File: src/rtl/secuenciador_imagenes_if.sv
// -----------------------------------------------------------------------------
// secuenciador_imagenes_if
//
// Pixel-path bus between the sync/address generator, the image sequencer and
// the colour stage.
//
//   VD       sync gen -> sequencer   vertical sync, active low
//   DEN      sync gen -> sequencer   data enable
//   Addr_in  sync gen -> sequencer   per-pixel address within one image
//   Addr_out sequencer -> ROM        image base + Addr_in, 1-cycle latency
//   DEN_out  sequencer -> colour     DEN aligned with Addr_out
//   Blank    sequencer -> colour     1 = force black for this frame
//
// Modports: master = sync generator / colour side, slave = sequencer.
// -----------------------------------------------------------------------------
interface secuenciador_imagenes_if #(
    parameter int ADDR_W = 17
);
    logic              VD;
    logic              DEN;
    logic [ADDR_W-1:0] Addr_in;
    logic [ADDR_W-1:0] Addr_out;
    logic              DEN_out;
    logic              Blank;

    modport master (
        output VD, DEN, Addr_in,
        input  Addr_out, DEN_out, Blank
    );

    modport slave (
        input  VD, DEN, Addr_in,
        output Addr_out, DEN_out, Blank
    );
endinterface

File: src/rtl/secuenciador_imagenes.sv
// -----------------------------------------------------------------------------
// secuenciador_imagenes
//
// Image-sequencing controller for the LCD path. Selects one of N_IMG images
// stored back-to-back in ROM by adding a running base offset to the per-pixel
// address. Image changes happen only at frame start (falling VD), either after
// FRAMES_HOLD frames in auto mode or on a BTN_next press.
//
// Ports:
//   CLK       pixel clock
//   RST_n     synchronous reset, active low
//   BTN_next  push-button, asynchronous, active high: advance one image
//   BTN_mode  push-button, asynchronous, active high: toggle auto/manual
//   bus       slave side of secuenciador_imagenes_if (VD, DEN, Addr_in in;
//             Addr_out, DEN_out, Blank out)
//   Img_idx   index of the image currently displayed
//   Auto      1 = auto-advance mode
//
// Configuration macro: BLANK_SWITCH_EN
//   defined   -> SHOW/SWITCH state machine; each advance shows one black frame
//   undefined -> no SWITCH state, Blank tied to 0
// -----------------------------------------------------------------------------
module secuenciador_imagenes #(
    parameter int ADDR_W      = 17,
    parameter int IMG_WORDS   = 32768,
    parameter int N_IMG       = 4,
    parameter int FRAMES_HOLD = 120
) (
    input  logic                    CLK,
    input  logic                    RST_n,
    input  logic                    BTN_next,
    input  logic                    BTN_mode,
    secuenciador_imagenes_if.slave  bus,
    output logic [3:0]              Img_idx,
    output logic                    Auto
);

    localparam int                CNT_W    = (FRAMES_HOLD > 1) ? $clog2(FRAMES_HOLD) : 1;
    localparam logic [ADDR_W-1:0] IMG_STEP = ADDR_W'(IMG_WORDS);
    localparam logic [3:0]        LAST_IDX = 4'(N_IMG - 1);
    localparam logic [CNT_W-1:0]  LAST_CNT = CNT_W'(FRAMES_HOLD - 1);

    // [0],[1] form the two-flop synchroniser; [2] is the history bit for
    // rising-edge detection.
    logic [2:0]        next_sync;
    logic [2:0]        mode_sync;
    logic              vd_q;
    logic              pend;
    logic [CNT_W-1:0]  frame_cnt;
    logic [ADDR_W-1:0] base;

    logic next_ev;
    logic mode_ev;
    logic fs;
    logic expiry;
    logic advance;

    assign next_ev = next_sync[1] & ~next_sync[2];
    assign mode_ev = mode_sync[1] & ~mode_sync[2];
    assign fs      = ~bus.VD & vd_q;
    assign expiry  = Auto && (frame_cnt == LAST_CNT);
    // pend is the registered flag, so a press landing in the FS cycle itself
    // is only latched here and waits for the following FS.
    assign advance = fs && (pend || expiry);

    always_ff @(posedge CLK) begin
        if (!RST_n) begin
            next_sync    <= '0;
            mode_sync    <= '0;
            vd_q         <= 1'b0;
            pend         <= 1'b0;
            frame_cnt    <= '0;
            base         <= '0;
            Img_idx      <= '0;
            Auto         <= 1'b1;
            bus.Addr_out <= '0;
            bus.DEN_out  <= 1'b0;
        end else begin
            // NOTE: non-blocking assignments throughout, so every right-hand
            // side sees the values from before this edge, whatever the order.
            next_sync    <= {next_sync[1:0], BTN_next};
            mode_sync    <= {mode_sync[1:0], BTN_mode};
            vd_q         <= bus.VD;
            bus.Addr_out <= bus.Addr_in + base;   // truncates to ADDR_W
            bus.DEN_out  <= bus.DEN;

            if (mode_ev) begin
                Auto <= ~Auto;
            end

            if (advance || mode_ev) begin
                frame_cnt <= '0;
            end else if (fs && Auto) begin
                frame_cnt <= frame_cnt + CNT_W'(1);
            end

            if (next_ev) begin
                pend <= 1'b1;
            end else if (advance) begin
                pend <= 1'b0;
            end

            if (advance) begin
                if (Img_idx == LAST_IDX) begin
                    Img_idx <= '0;
                    base    <= '0;
                end else begin
                    Img_idx <= Img_idx + 4'd1;
                    base    <= base + IMG_STEP;
                end
            end
        end
    end

`ifdef BLANK_SWITCH_EN
    typedef enum logic {SHOW, SWITCH} state_t;

    state_t state;
    state_t state_nx;

    always_ff @(posedge CLK) begin
        if (!RST_n) begin
            state <= SHOW;
        end else begin
            state <= state_nx;
        end
    end

    // An advance at the FS leaving SWITCH re-enters SWITCH, giving another
    // full black frame for the second image change.
    always_comb begin
        state_nx  = state;
        bus.Blank = (state == SWITCH);
        case (state)
            SHOW:    if (advance) state_nx = SWITCH;
            SWITCH:  if (fs)      state_nx = advance ? SWITCH : SHOW;
            default:              state_nx = SHOW;
        endcase
    end
`else
    assign bus.Blank = 1'b0;
`endif

endmodule
File: src/flat_wrapper.sv
// flat-port wrapper written by rule: the top's interface ports become plain ports
module secuenciador_imagenes_flat 
#(
    parameter int ADDR_W      = 17,
    parameter int IMG_WORDS   = 32768,
    parameter int N_IMG       = 4,
    parameter int FRAMES_HOLD = 120
)
  (CLK, RST_n, BTN_next, BTN_mode, Img_idx, Auto, bus_VD, bus_DEN, bus_Addr_in, bus_Addr_out, bus_DEN_out, bus_Blank);
  secuenciador_imagenes_if #(.ADDR_W(ADDR_W)) bus_i ();
  input  logic CLK;
  input  logic RST_n;
  input  logic BTN_next;
  input  logic BTN_mode;
  output logic [3:0] Img_idx;
  output logic Auto;
  input wire logic [$bits(bus_i.VD)-1:0] bus_VD;
  input wire logic [$bits(bus_i.DEN)-1:0] bus_DEN;
  input wire logic [$bits(bus_i.Addr_in)-1:0] bus_Addr_in;
  output wire logic [$bits(bus_i.Addr_out)-1:0] bus_Addr_out;
  output wire logic [$bits(bus_i.DEN_out)-1:0] bus_DEN_out;
  output wire logic [$bits(bus_i.Blank)-1:0] bus_Blank;
  assign bus_i.VD = bus_VD;
  assign bus_i.DEN = bus_DEN;
  assign bus_i.Addr_in = bus_Addr_in;
  assign bus_Addr_out = bus_i.Addr_out;
  assign bus_DEN_out = bus_i.DEN_out;
  assign bus_Blank = bus_i.Blank;
  secuenciador_imagenes #(.ADDR_W(ADDR_W), .IMG_WORDS(IMG_WORDS), .N_IMG(N_IMG), .FRAMES_HOLD(FRAMES_HOLD)) u_core (.CLK(CLK), .RST_n(RST_n), .BTN_next(BTN_next), .BTN_mode(BTN_mode), .bus(bus_i), .Img_idx(Img_idx), .Auto(Auto));
endmodule
File: config.mk
export PLATFORM = sky130hd
export DESIGN_NAME = secuenciador_imagenes_flat
export DESIGN_NICKNAME = d
export VERILOG_FILES = /design/src/rtl/secuenciador_imagenes_if.sv /design/src/rtl/secuenciador_imagenes.sv /design/src/flat_wrapper.sv
export SDC_FILE = /design/constraint.sdc
export NUM_CORES = 1
export LEC_CHECK = 0
export BUFFER_PORTS_ARGS = -buffer_cell sky130_fd_sc_hd__buf_2
export CAP_MARGIN = 20
export CORE_MARGIN = 2
export CORE_UTILIZATION = 44
export CTS_CLUSTER_DIAMETER = 30
export DETAILED_ROUTE_END_ITERATION = 12
export PLACE_DENSITY_LB_ADDON = 0.08
export SYNTH_ARGS = -nofsm -noshare
export SYNTH_HDL_FRONTEND = slang
export SYNTH_SLANG_ARGS = --single-unit
File: constraint.sdc
create_clock -name CLK -period 1.7 [get_ports CLK]
set_clock_uncertainty 0.05 [all_clocks]
set_input_delay 0.34 -clock CLK [delete_from_list [all_inputs] [get_ports CLK]]
set_output_delay 0.34 -clock CLK [all_outputs]
set_load 0.005 [all_outputs]
==> qor.txt, run 1 <==
status: finished, final reports clean
row cnt: 20
Comb pwr share: 0.073
layout cell share with drive strength beyond 1: 0.3457
Die W: 60.59 µm
VDD IR-drop max: 555.5 µV
aggregate global routing overflow: 0
power share of the clock group: 0.317
sequential power share: 0.610
clock transition at the registers of the reported paths: 0.12 ns
Ports: 47
Post-DP Area: 1685 µm²
Syn. warnings: 0
vias in the first global route: 997
FF+latch area: 803.3 µm²
area of the core: 3053 µm²
worst path arrival time: 1.85 ns
DR WL/cell: 10.63 µm
Netlist Area Pre-Place: 1409 µm²
DRT Pass-1 Iters: 4
fin crit share: 0.9495
Die Ht: 60.59 µm
Area growth syn-to-layout: 25.75%
critical path capture point type: flip-flop
LEAKAGE: 0.7957 nW
number of CTS-inserted buffers: 5
Final setup violation count: 0
TritonCTS clock tree: built
CTS root buf: clkbuf_4
Hold WS: 0.1375 ns
Antenna Nets Post-Route: 0
antenna diode count: 0
PortBufs: 45
HP Class: in2reg
Die ar.: 3671 µm²
DRC viols: 0
RSZ-0062 raised after global routing: no
total negative slack: 0 ns
vias per inst: 4.565
syn_nets: 162
GP Congestion: 0.7879
H-Tree Depth: 2
CP max FO: 12
initial core utilization: 0.4615
Iter 0 DRT Violations: 32
DRT Wirelength: 2465 µm
Nets: 213
Pwr Total: 1.610 mW
Mapped Cells: 136
Sw Ratio: 0.2321
count of cell types in the netlist: 30
Skew-Pair Late Insertion Delay: 0.34 ns
flip-flop and latch count after synthesis: 40
post-route cell area: 1772 µm²
crit path time final: 1.614 ns
clock buffer depth: 2
Critical Path RT: 1.94 ns
fillers: 311
post-synthesis sequential area ratio: 0.5684
dpl hpwl: 1775 µm
maximum clock frequency: 619.5 MHz
final hold violation count: 0
first-pass GRT wire length: 4126 µm
GRT Overall Usage: 0.1546
Vias: 1059
Post-CTS Hold Buffers: 0
startpoint types: flip-flop
maximum capacitance violations: 0
initial antenna violation count: 0
P_sw: 373.6 µW
WS Path Type: reg2reg
largest net degree at the start of global routing: 28
clk sinks: 40
Cell Int Power: 1.236 mW
Mean Syn Cell Area: 10.36 µm²
count of pins over their slew limit: 0
PwrDens: 908.5 nW/µm²
multi-input combinational cell area: 580.6 µm²
[synthesized netlist by cell type]
cell	number	area share
a21oi_1	6	0.021
conb_1	1	0.0027
buf_4	1	0.0053
or4_1	1	0.0053
and3_1	1	0.0044
o21ai_1	1	0.0035
nand3_1	1	0.0035
nand4_1	4	0.018
mux2i_1	2	0.014
and3_2	1	0.0053
o21ai_0	5	0.018
and2_1	24	0.11
clkbuf_1	4	0.011
nor2b_1	3	0.013
buf_6	1	0.0080
xor2_1	6	0.037
nand2b_1	2	0.0089
nand2_1	5	0.013
a21oi_2	1	0.0062
dfxtp_1	40	0.57
inv_1	1	0.0027
o31ai_1	1	0.0053
and4b_1	1	0.0071
ha_1	3	0.027
or4b_1	2	0.014
nor3b_1	1	0.0053
or3_2	2	0.011
xnor2_1	3	0.019
nor2_1	11	0.029
and3b_1	1	0.0062
[cell families (layout without fill, tap and decap cells)]
logic type	after synthesis	after routing	synth area share
buf+inv	7	59	0.02664
fa+ha+maj	3	3	0.02665
compound gates	14	14	0.05417
other cells	1	1	0.002662
flops	40	40	0.5684
xor+xnor	9	9	0.05595
mux	2	2	0.01421
simple gates	60	60	0.2513
[power by group through the flow]
stage / sequential, mW / clock (mW) / combinational (mW)
final: 0.982 / 0.511 / 0.117
after CTS: 0.982 / 0.534 / 0.119
after global placement: 1.00 / 0 / 0.114
after global routing: 0.987 / 0.583 / 0.133
after detailed placement: 1.00 / 0 / 0.118
after floorplan: 1.01 / 0 / 0.0548
[flip-flops by register name, summed over array words and instances (netlist names)]
name and flops:
u_core.Auto 1, u_core.Img_idx 4, u_core.pend 1, u_core.bus.Addr_out 17, u_core.next_sync 3, u_core.mode_sync 3, u_core.base 2, u_core.bus.DEN_out 1
u_core.vd_q 1, u_core.frame_cnt 7
[cell type report]
cell class	instances	area share
Sequential cell	40	0.4534
Timing Repair Buffer	50	0.1483
Clock buffer	6	0.02895
Clock inverter	2	0.008475
Inverter	1	0.002119
Multi-Input combinational cell	89	0.3277
Tap cell	44	0.03107
[metrics by stage]
stage | setup slack, ns | utilization | std cells
final | 0.08585 | 0.5803 | 232
after global routing | 0.0003297 | 0.5803 | 232
after CTS | 0.02025 | 0.5762 | 231
after detailed placement | 0.008286 | 0.5520 | 223
after global placement | 0.09808 | 0.5520 | 223
after floorplan | 0.07441 | - | 136
[layer usage]
layer  vias up  share of wire  GRT usage
li1        548              -          -
met1       480           0.42     0.1662
met2        29           0.52     0.2673
met3         2          0.058    0.06397
met4         0         0.0085    0.06522
met5         -              0          0
[final timing paths]
check	slack [ns]	cells past startpoint	to	from
hold reg to reg	0.41	1	u_core.mode_sync[1]	u_core.mode_sync[0]
setup reg to reg	0.09	5	u_core.base[16]	u_core.frame_cnt[0]
setup / recovery	0.09	5	u_core.base[16]	u_core.frame_cnt[0]
hold / removal	0.14	2	u_core.bus.Addr_out[8]	bus_Addr_in[8]
[what timing repair did]
action | 4_1_cts | 5_1_grt
gates resized for setup | 1 | 3
setup buffers | 0 | 1
endpoints found under the setup margin | 7 | 11
[critical path: stages, from the launching register on]
cell	delay [ns]
dfxtp_2	0.35
ha_2	0.19
and3_2	0.22
a21oi_4	0.10
or4b_1	0.50
a21oi_1	0.15
[cell usage in the layout (no fill, tap or decap), types with 4 or more instances in the layout]
cell	netlist	routed
a21oi_1	6	6
and2_1	24	24
buf_2	0	45
buf_4	1	5
clkbuf_4	0	5
dfxtp_1	40	38
nand2_1	5	5
nand4_1	4	4
nor2_1	11	11
o21ai_0	5	5
xor2_1	6	6
No activity file was read; power rests on OpenSTA's default activity.
==> run 2: changes to the inputs <==
==> constraint.sdc (replaced) <==
create_clock -name CLK -period 1.7 [get_ports CLK]
set_clock_uncertainty 0.05 [all_clocks]
set_input_delay 0.17 -clock CLK [delete_from_list [all_inputs] [get_ports CLK]]
set_output_delay 0.17 -clock CLK [all_outputs]
set_load 0.005 [all_outputs]
==> qor.txt, run 2 (synthesized netlist as in run 1, its figures left out) <==
Die Ht: 60.59 µm (unchanged)
GR Layer Usage met1: 0.1793 (was 0.1662)
DRT Pass-1 Iters: 3 (was 4)
DRT Wirelength: 2738 µm (was 2465 µm)
layout cell share with drive strength beyond 1: 0.3155 (was 0.3457)
Critical Path RT: 1.94 ns (about the same)
Vias: 1118 (was 1059)
Nets: 231 (was 213)
most frequent cells in the layout: 45 x buf_2, 38 x dfxtp_1, 24 x and2_1, 18 x dlygate4sd3_1, 11 x nor2_1 (was 45 x buf_2, 38 x dfxtp_1, 24 x and2_1, 11 x nor2_1)
clk sinks: 40 (unchanged)
Ports: 47 (unchanged)
Die ar.: 3671 µm² (unchanged)
VDD IR-drop max: 572.9 µV (was 555.5 µV)
row cnt: 20 (unchanged)
Worst-Margin Slew: 0.4936 ns
initial core utilization: 0.4615 (unchanged)
vias in the first global route: 1077 (was 997)
TritonCTS clock tree: built (unchanged)
Final setup violation count: 0 (unchanged)
top flop regs: u_core.bus.Addr_out (17), u_core.frame_cnt (7), u_core.Img_idx (4) (unchanged)
pre-CTS setup slack: 0.008286 ns (unchanged)
placed cell count: 223 (unchanged)
Skew-Pair Late Insertion Delay: 0.34 ns (about the same)
most used routing layer: met2 (unchanged)
PortBufs: 45 (unchanged)
fin crit share: 0.9464 (was 0.9495)
met2 Track Usage GR: 0.3134 (was 0.2673)
post-route cell area: 1952 µm² (was 1772 µm²)
first-pass GRT wire length: 4567 µm (was 4126 µm)
Iter 0 DRT Violations: 33 (was 32)
GP Congestion: 0.7879 (unchanged)
fillers: 290 (was 311)
LEAKAGE: 0.8709 nW (was 0.7957 nW)
status: finished, final reports clean (unchanged)
H-Tree Depth: 2 (unchanged)
Area growth syn-to-layout: 38.54% (was 25.75%)
startpoint types: flip-flop (unchanged)
crit path time final: 1.609 ns (was 1.614 ns)
DR WL/cell: 10.95 µm (was 10.63 µm)
max reg flops: 17 (unchanged)
commonest non-fill, non-tap cell in the layout: buf_2 (unchanged)
Hold WS: 0.01601 ns (was 0.1375 ns)
Final Non-Filler Cells: 250 (was 232)
PwrDens: 843.6 nW/µm² (was 908.5 nW/µm²)
critical path capture point type: flip-flop (unchanged)
clock transition at the registers of the reported paths: 0.12 ns (about the same)
CTS root buf: clkbuf_4 (unchanged)
CP max FO: 5 (was 12)
Largest Register: u_core.bus.Addr_out (unchanged)
Slew HR: 0.6687
fin worst setup slack: 0.09105 ns (was 0.08585 ns)
DRC viols: 0 (unchanged)
number of CTS-inserted buffers: 5 (unchanged)
antenna diode count: 0 (unchanged)
largest net degree at the start of global routing: 28 (unchanged)
vias per inst: 4.472 (was 4.565)
WS Path Type: reg2reg (unchanged)
Final Util: 0.6393 (was 0.5803)
clock buffer depth: 2 (unchanged)
aggregate global routing overflow: 0 (unchanged)
Antenna Nets Post-Route: 0 (unchanged)
dpl hpwl: 1775 µm (unchanged)
count of pins over their slew limit: 0 (unchanged)
worst path arrival time: 1.85 ns (about the same)
Post-DP Area: 1685 µm² (unchanged)
Die W: 60.59 µm (unchanged)
met3 global-route usage: 0.06397 (unchanged)
initial antenna violation count: 0 (unchanged)
GRT Overall Usage: 0.1722 (was 0.1546)
Pwr Total: 1.647 mW (was 1.610 mW)
maximum clock frequency: 621.5 MHz (was 619.5 MHz)
maximum capacitance violations: 0 (unchanged)
final hold violation count: 0 (unchanged)
HP Class: in2reg (unchanged)
total negative slack: 0 ns (unchanged)
area of the core: 3053 µm² (unchanged)
-- run 2: cell types whose count changed in the layout (fill, tap and decap cells not counted) --
cell,delta
dlygate4sd3_1,+18
-- run 2: final cells by class --
cell class / count / area, µm² / share of cell area
clock buffers: 6 / 51.30 / 0.02628
clock inverters: 2 / 15.01 / 0.007692
inverters: 1 / 3.754 / 0.001923
multi-input cells: 89 / 580.6 / 0.2974
flip-flops and latches: 40 / 803.3 / 0.4115
well taps: 44 / 55.05 / 0.02821
repair buffers: 68 / 442.9 / 0.2269
-- run 2: path summary, 6_finish.rpt --
| kind | cells past startpoint | slack (ns) | endpoint | start |
|---|---|---|---|---|
| hold / removal | 2 | 0.02 | u_core.vd_q | bus_VD |
| setup reg to reg | 5 | 0.09 | u_core.base[16] | u_core.Img_idx[0] |
| setup / recovery | 5 | 0.09 | u_core.base[16] | u_core.Img_idx[0] |
| hold reg to reg | 1 | 0.40 | u_core.next_sync[1] | u_core.next_sync[0] |
-- run 2: where the power goes --
part / switching (mW) / internal, mW
Combinational: 0.0599 / 0.0907
Clock: 0.313 / 0.201
Sequential: 0.0107 / 0.972
Total: 0.384 / 1.26
-- run 2: timing repair --
action	in CTS	in global routing
hold endpoints to repair	18	0
resized for setup	1	3
hold buffers	18	0
setup endpoints to repair	7	11
setup buffers	0	1
-- run 2: per-layer routing --
metal	wire length, µm	vias up
met3	130	2
met1	1140	506
met2	1445	27
met4	21	0
li1	-	583
met5	0	-
-- run 2: critical path, cell delays in order (launching register included) --
cell and delay (ns):
dfxtp_1 0.36, ha_1 0.22, nor3b_1 0.14, nand2b_1 0.17, or4b_1 0.47, a21oi_1 0.15
==> run 3: changes to the inputs <==
Settings changed: ABC_AREA from default to 1, CORE_UTILIZATION 44 to 45.
==> qor.txt, run 3 <==
mux share of post-synthesis cell area: 0 (was 0.01421)
vias per inst: 4.178 (was 4.472)
largest area contributor in the netlist: dfxtp_1 (unchanged)
maximum clock frequency: 762.2 MHz (was 621.5 MHz)
antenna diode count: 0 (unchanged)
worst path arrival time: 1.51 ns (was 1.85 ns)
area of the core: 3363 µm² (was 3053 µm²)
highest-delay cell along the critical path: dfxtp_1 (was or4b_1)
Sw Ratio: 0.2250 (was 0.2329)
met1 WL: 1356 µm (was 1140 µm)
reg2reg path depth: 8 (was 5)
Hold WS: 0.06701 ns (was 0.01601 ns)
highest routed layer: met4 (unchanged)
top flop regs: u_core.bus.Addr_out (17), u_core.frame_cnt (7), u_core.Img_idx (4) (unchanged)
DRT Wirelength: 2919 µm (was 2738 µm)
initial antenna violation count: 0 (unchanged)
crit path time final: 1.312 ns (was 1.609 ns)
status: finished, final reports clean (unchanged)
TritonCTS clock tree: built (unchanged)
flip-flop and latch count after synthesis: 40 (unchanged)
RSZ-0062 raised after global routing: no
XOR/XNOR share of the synthesized area: 0.02213 (was 0.05595)
ranking of synthesized cells by area: dfxtp_1 51%, nand2_1 14%, inv_1 11%, nand3_1 4.1%, nor2_2 3.2% (was dfxtp_1 57%, and2_1 11%, xor2_1 3.7%, nor2_1 2.9%, ha_1 2.7%)
GP Congestion: 0.7650 (was 0.7879)
row cnt: 21 (was 20)
sequential power share: 0.559 (was 0.597)
Syn. warnings: 0 (unchanged)
HP Class: in2reg (unchanged)
power share of the clock group: 0.352 (was 0.312)
Post-Synth Adder-Cell Area: 0.02372 (was 0.02664)
final hold violation count: 0 (unchanged)
Mean Syn Cell Area: 7.721 µm² (was 10.36 µm²)
largest net degree at the start of global routing: 20 (was 28)
LEAKAGE: 1.184 nW (was 0.8709 nW)
aggregate global routing overflow: 0 (unchanged)
CP max FO: 8 (was 5)
number of CTS-inserted buffers: 5 (unchanged)
Die Ht: 63.31 µm (was 60.59 µm)
Post-synth top cells: 59 x nand2_1, 47 x inv_1, 40 x dfxtp_1 (was 40 x dfxtp_1, 24 x and2_1, 11 x nor2_1)
Ports: 47 (unchanged)
Vias: 1337 (was 1118)
clock transition at the registers of the reported paths: 0.12 ns (about the same)
Die W: 63.31 µm (was 60.59 µm)
dpl hpwl: 1873 µm (was 1775 µm)
fin worst setup slack: 0.3880 ns (was 0.09105 ns)
FF+latch area: 800.8 µm² (was 803.3 µm²)
Synth Area in Simple Gates: 0.2743 (was 0.2513)
clock buffer depth: 2 (unchanged)
WS Path Type: reg2reg (unchanged)
pre-CTS setup slack: 0.3913 ns (was 0.008286 ns)
post-synthesis sequential area ratio: 0.5059 (was 0.5684)
CP delay by family, top: simple AND/OR/NAND/NOR gates (unchanged)
total negative slack: 0 ns (unchanged)
metal3 WL: 141 µm (was 130 µm)
initial core utilization: 0.4706 (was 0.4615)
maximum capacitance violations: 0 (unchanged)
Mapped Cells: 205 (was 136)
first-pass GRT wire length: 5299 µm (was 4567 µm)
PortBufs: 45 (unchanged)
most frequent cells in the layout: 59 x nand2_1, 47 x inv_1, 45 x buf_2, 40 x dfxtp_1, 19 x dlygate4sd3_1 (was 45 x buf_2, 38 x dfxtp_1, 24 x and2_1, 18 x dlygate4sd3_1, 11 x nor2_1)
Main synth FF type: dfxtp_1 (unchanged)
Critical Path RT: 1.90 ns (was 1.94 ns)
CTS resizes: 0 (was 1)
Final setup violation count: 0 (unchanged)
cell mode on critical path: nand2_4
multi-input combinational cell area: 559.3 µm² (was 580.6 µm²)
max reg flops: 17 (unchanged)
count leader, synth: nand2_1 (was dfxtp_1)
Iter 0 DRT Violations: 51 (was 33)
fillers: 330 (was 290)
VDD IR-drop max: 599.4 µV (was 572.9 µV)
count of pins over their slew limit: 0 (unchanged)
critical path capture point type: flip-flop (unchanged)
Largest Register: u_core.bus.Addr_out (unchanged)
Comb pwr share: 0.090 (was 0.091)
syn_nets: 231 (was 162)
Antenna Nets Post-Route: 0 (unchanged)
CP Cell Sequence: ha_1 -> nand2_1 -> nor2_2 -> nand2_2 -> nand2_4 -> nand2_4 -> nand3_4 -> nor2_1 (was ha_1 -> nor3b_1 -> nand2b_1 -> or4b_1 -> a21oi_1)
DRC viols: 0 (unchanged)
Hold Path Depth: 4 (was 2)
startpoint types: flip-flop (unchanged)
clk sinks: 40 (unchanged)
CTS root buf: clkbuf_4 (unchanged)
DR WL/cell: 9.122 µm (was 10.95 µm)
top cell type's share of synthesized area: 0.5059 (was 0.5684)
Post-synth EDFFs: 0 (unchanged)
max incr delay on CP: 0.39 ns (was 0.47 ns)
Nets: 299 (was 231)
Netlist Area Pre-Place: 1583 µm² (was 1409 µm²)
async set-or-reset flop fraction in the synthesized netlist: 0 (unchanged)
Die ar.: 4008 µm² (was 3671 µm²)
DRT Pass-1 Iters: 4 (was 3)
Area growth syn-to-layout: 33.20% (was 38.54%)
compound-cell area share of the yosys netlist: 0.03083 (was 0.05417)
GRT Overall Usage: 0.1674 (was 0.1722)
vias in the first global route: 1261 (was 1077)
met2 WL: 1365 µm (was 1445 µm)
Worst path depth: 8 (was 5)
fin crit share: 0.7717 (was 0.9464)
CP Buf/Inv Count: 0 (unchanged)
count of cell types in the netlist: 23 (was 30)
layout cell share with drive strength beyond 1: 0.2518 (was 0.3155)
P_sw: 395.5 µW (was 383.6 µW)
PwrDens: 834.0 nW/µm² (was 843.6 nW/µm²)
Skew-Pair Late Insertion Delay: 0.35 ns (was 0.34 ns)
commonest non-fill, non-tap cell in the layout: nand2_1 (was buf_2)
H-Tree Depth: 2 (unchanged)
Cell Int Power: 1.363 mW (was 1.263 mW)
main combinational cell family by area after synthesis: simple AND/OR/NAND/NOR gates (unchanged)
## run 3: changes by cell type after synthesis, sizes merged, moves of 3 or more
cell    change
clkbuf      -3
nand3      +13
and2       -24
o21ai       -5
nor2        +4
xor2        -3
nand2      +57
nor2b       -3
inv        +47
## run 3: power groups by stage
stage               clock network, mW  registers [mW]  logic [mW]
finish                          0.619           0.982       0.158
global route                    0.687           0.987       0.180
detailed placement                  0            1.00       0.124
global placement                    0            1.00       0.123
floorplan                           0            1.01      0.0654
CTS                             0.642           0.983       0.157
## run 3: path summary, 6_finish.rpt
kind,start,endpoint,slack [ns]
worst max-delay path,u_core.frame_cnt[0],u_core.frame_cnt[0],0.39
worst max register to register,u_core.frame_cnt[0],u_core.frame_cnt[0],0.39
worst min register to register,u_core.mode_sync[0],u_core.mode_sync[1],0.37
worst min-delay path,bus_Addr_in[15],u_core.bus.Addr_out[15],0.07
## run 3: timing repair
action	CTS	global route
hold buffers	19	0
endpoints found under the hold margin	19	0
buffers inserted	0	0
## run 3: routing by layer
layer / track usage / vias to the layer above
li1: - / 735
met1: 0.2013 / 571
met2: 0.2779 / 26
met3: 0.05893 / 5
met4: 0.05707 / 0
met5: 0 / -
## run 3: area by class of cell
cell class / count / area share
well taps: 46 / 0.02730
repair buffers: 66 / 0.2042
flip-flops and latches: 40 / 0.3798
clock buffers: 5 / 0.01780
multi-input cells: 112 / 0.2653
inverters: 48 / 0.08546
clock inverters: 3 / 0.02018
## run 3: cell families after synthesis
logic type | Yosys count
AO/OA/AOI/OAI | 9
XOR/XNOR | 4
adder cells (fa/ha/maj) | 3
buffers and inverters | 53
flip-flops | 40
other | 1
AND/OR/NAND/NOR | 95
## run 3: worst reg2reg max path: cells and delay by family, from the launching register on
| family | cells | cell delay [ns] |
|---|---|---|
| flops | 1 | 0.39 |
| fa+ha+maj | 1 | 0.15 |
| simple gates | 7 | 0.63 |
## run 3: stage by stage
step | utilization | cell area (µm²) | cells | power [mW]
after detailed placement | 0.5465 | 1838 | 293 | 1.128
final | 0.6269 | 2108 | 320 | 1.758
after CTS | 0.6269 | 2108 | 320 | 1.782
after global routing | 0.6269 | 2108 | 320 | 1.853
after floorplan | - | 1583 | 205 | 1.072
after global placement | 0.5465 | 1838 | 293 | 1.126
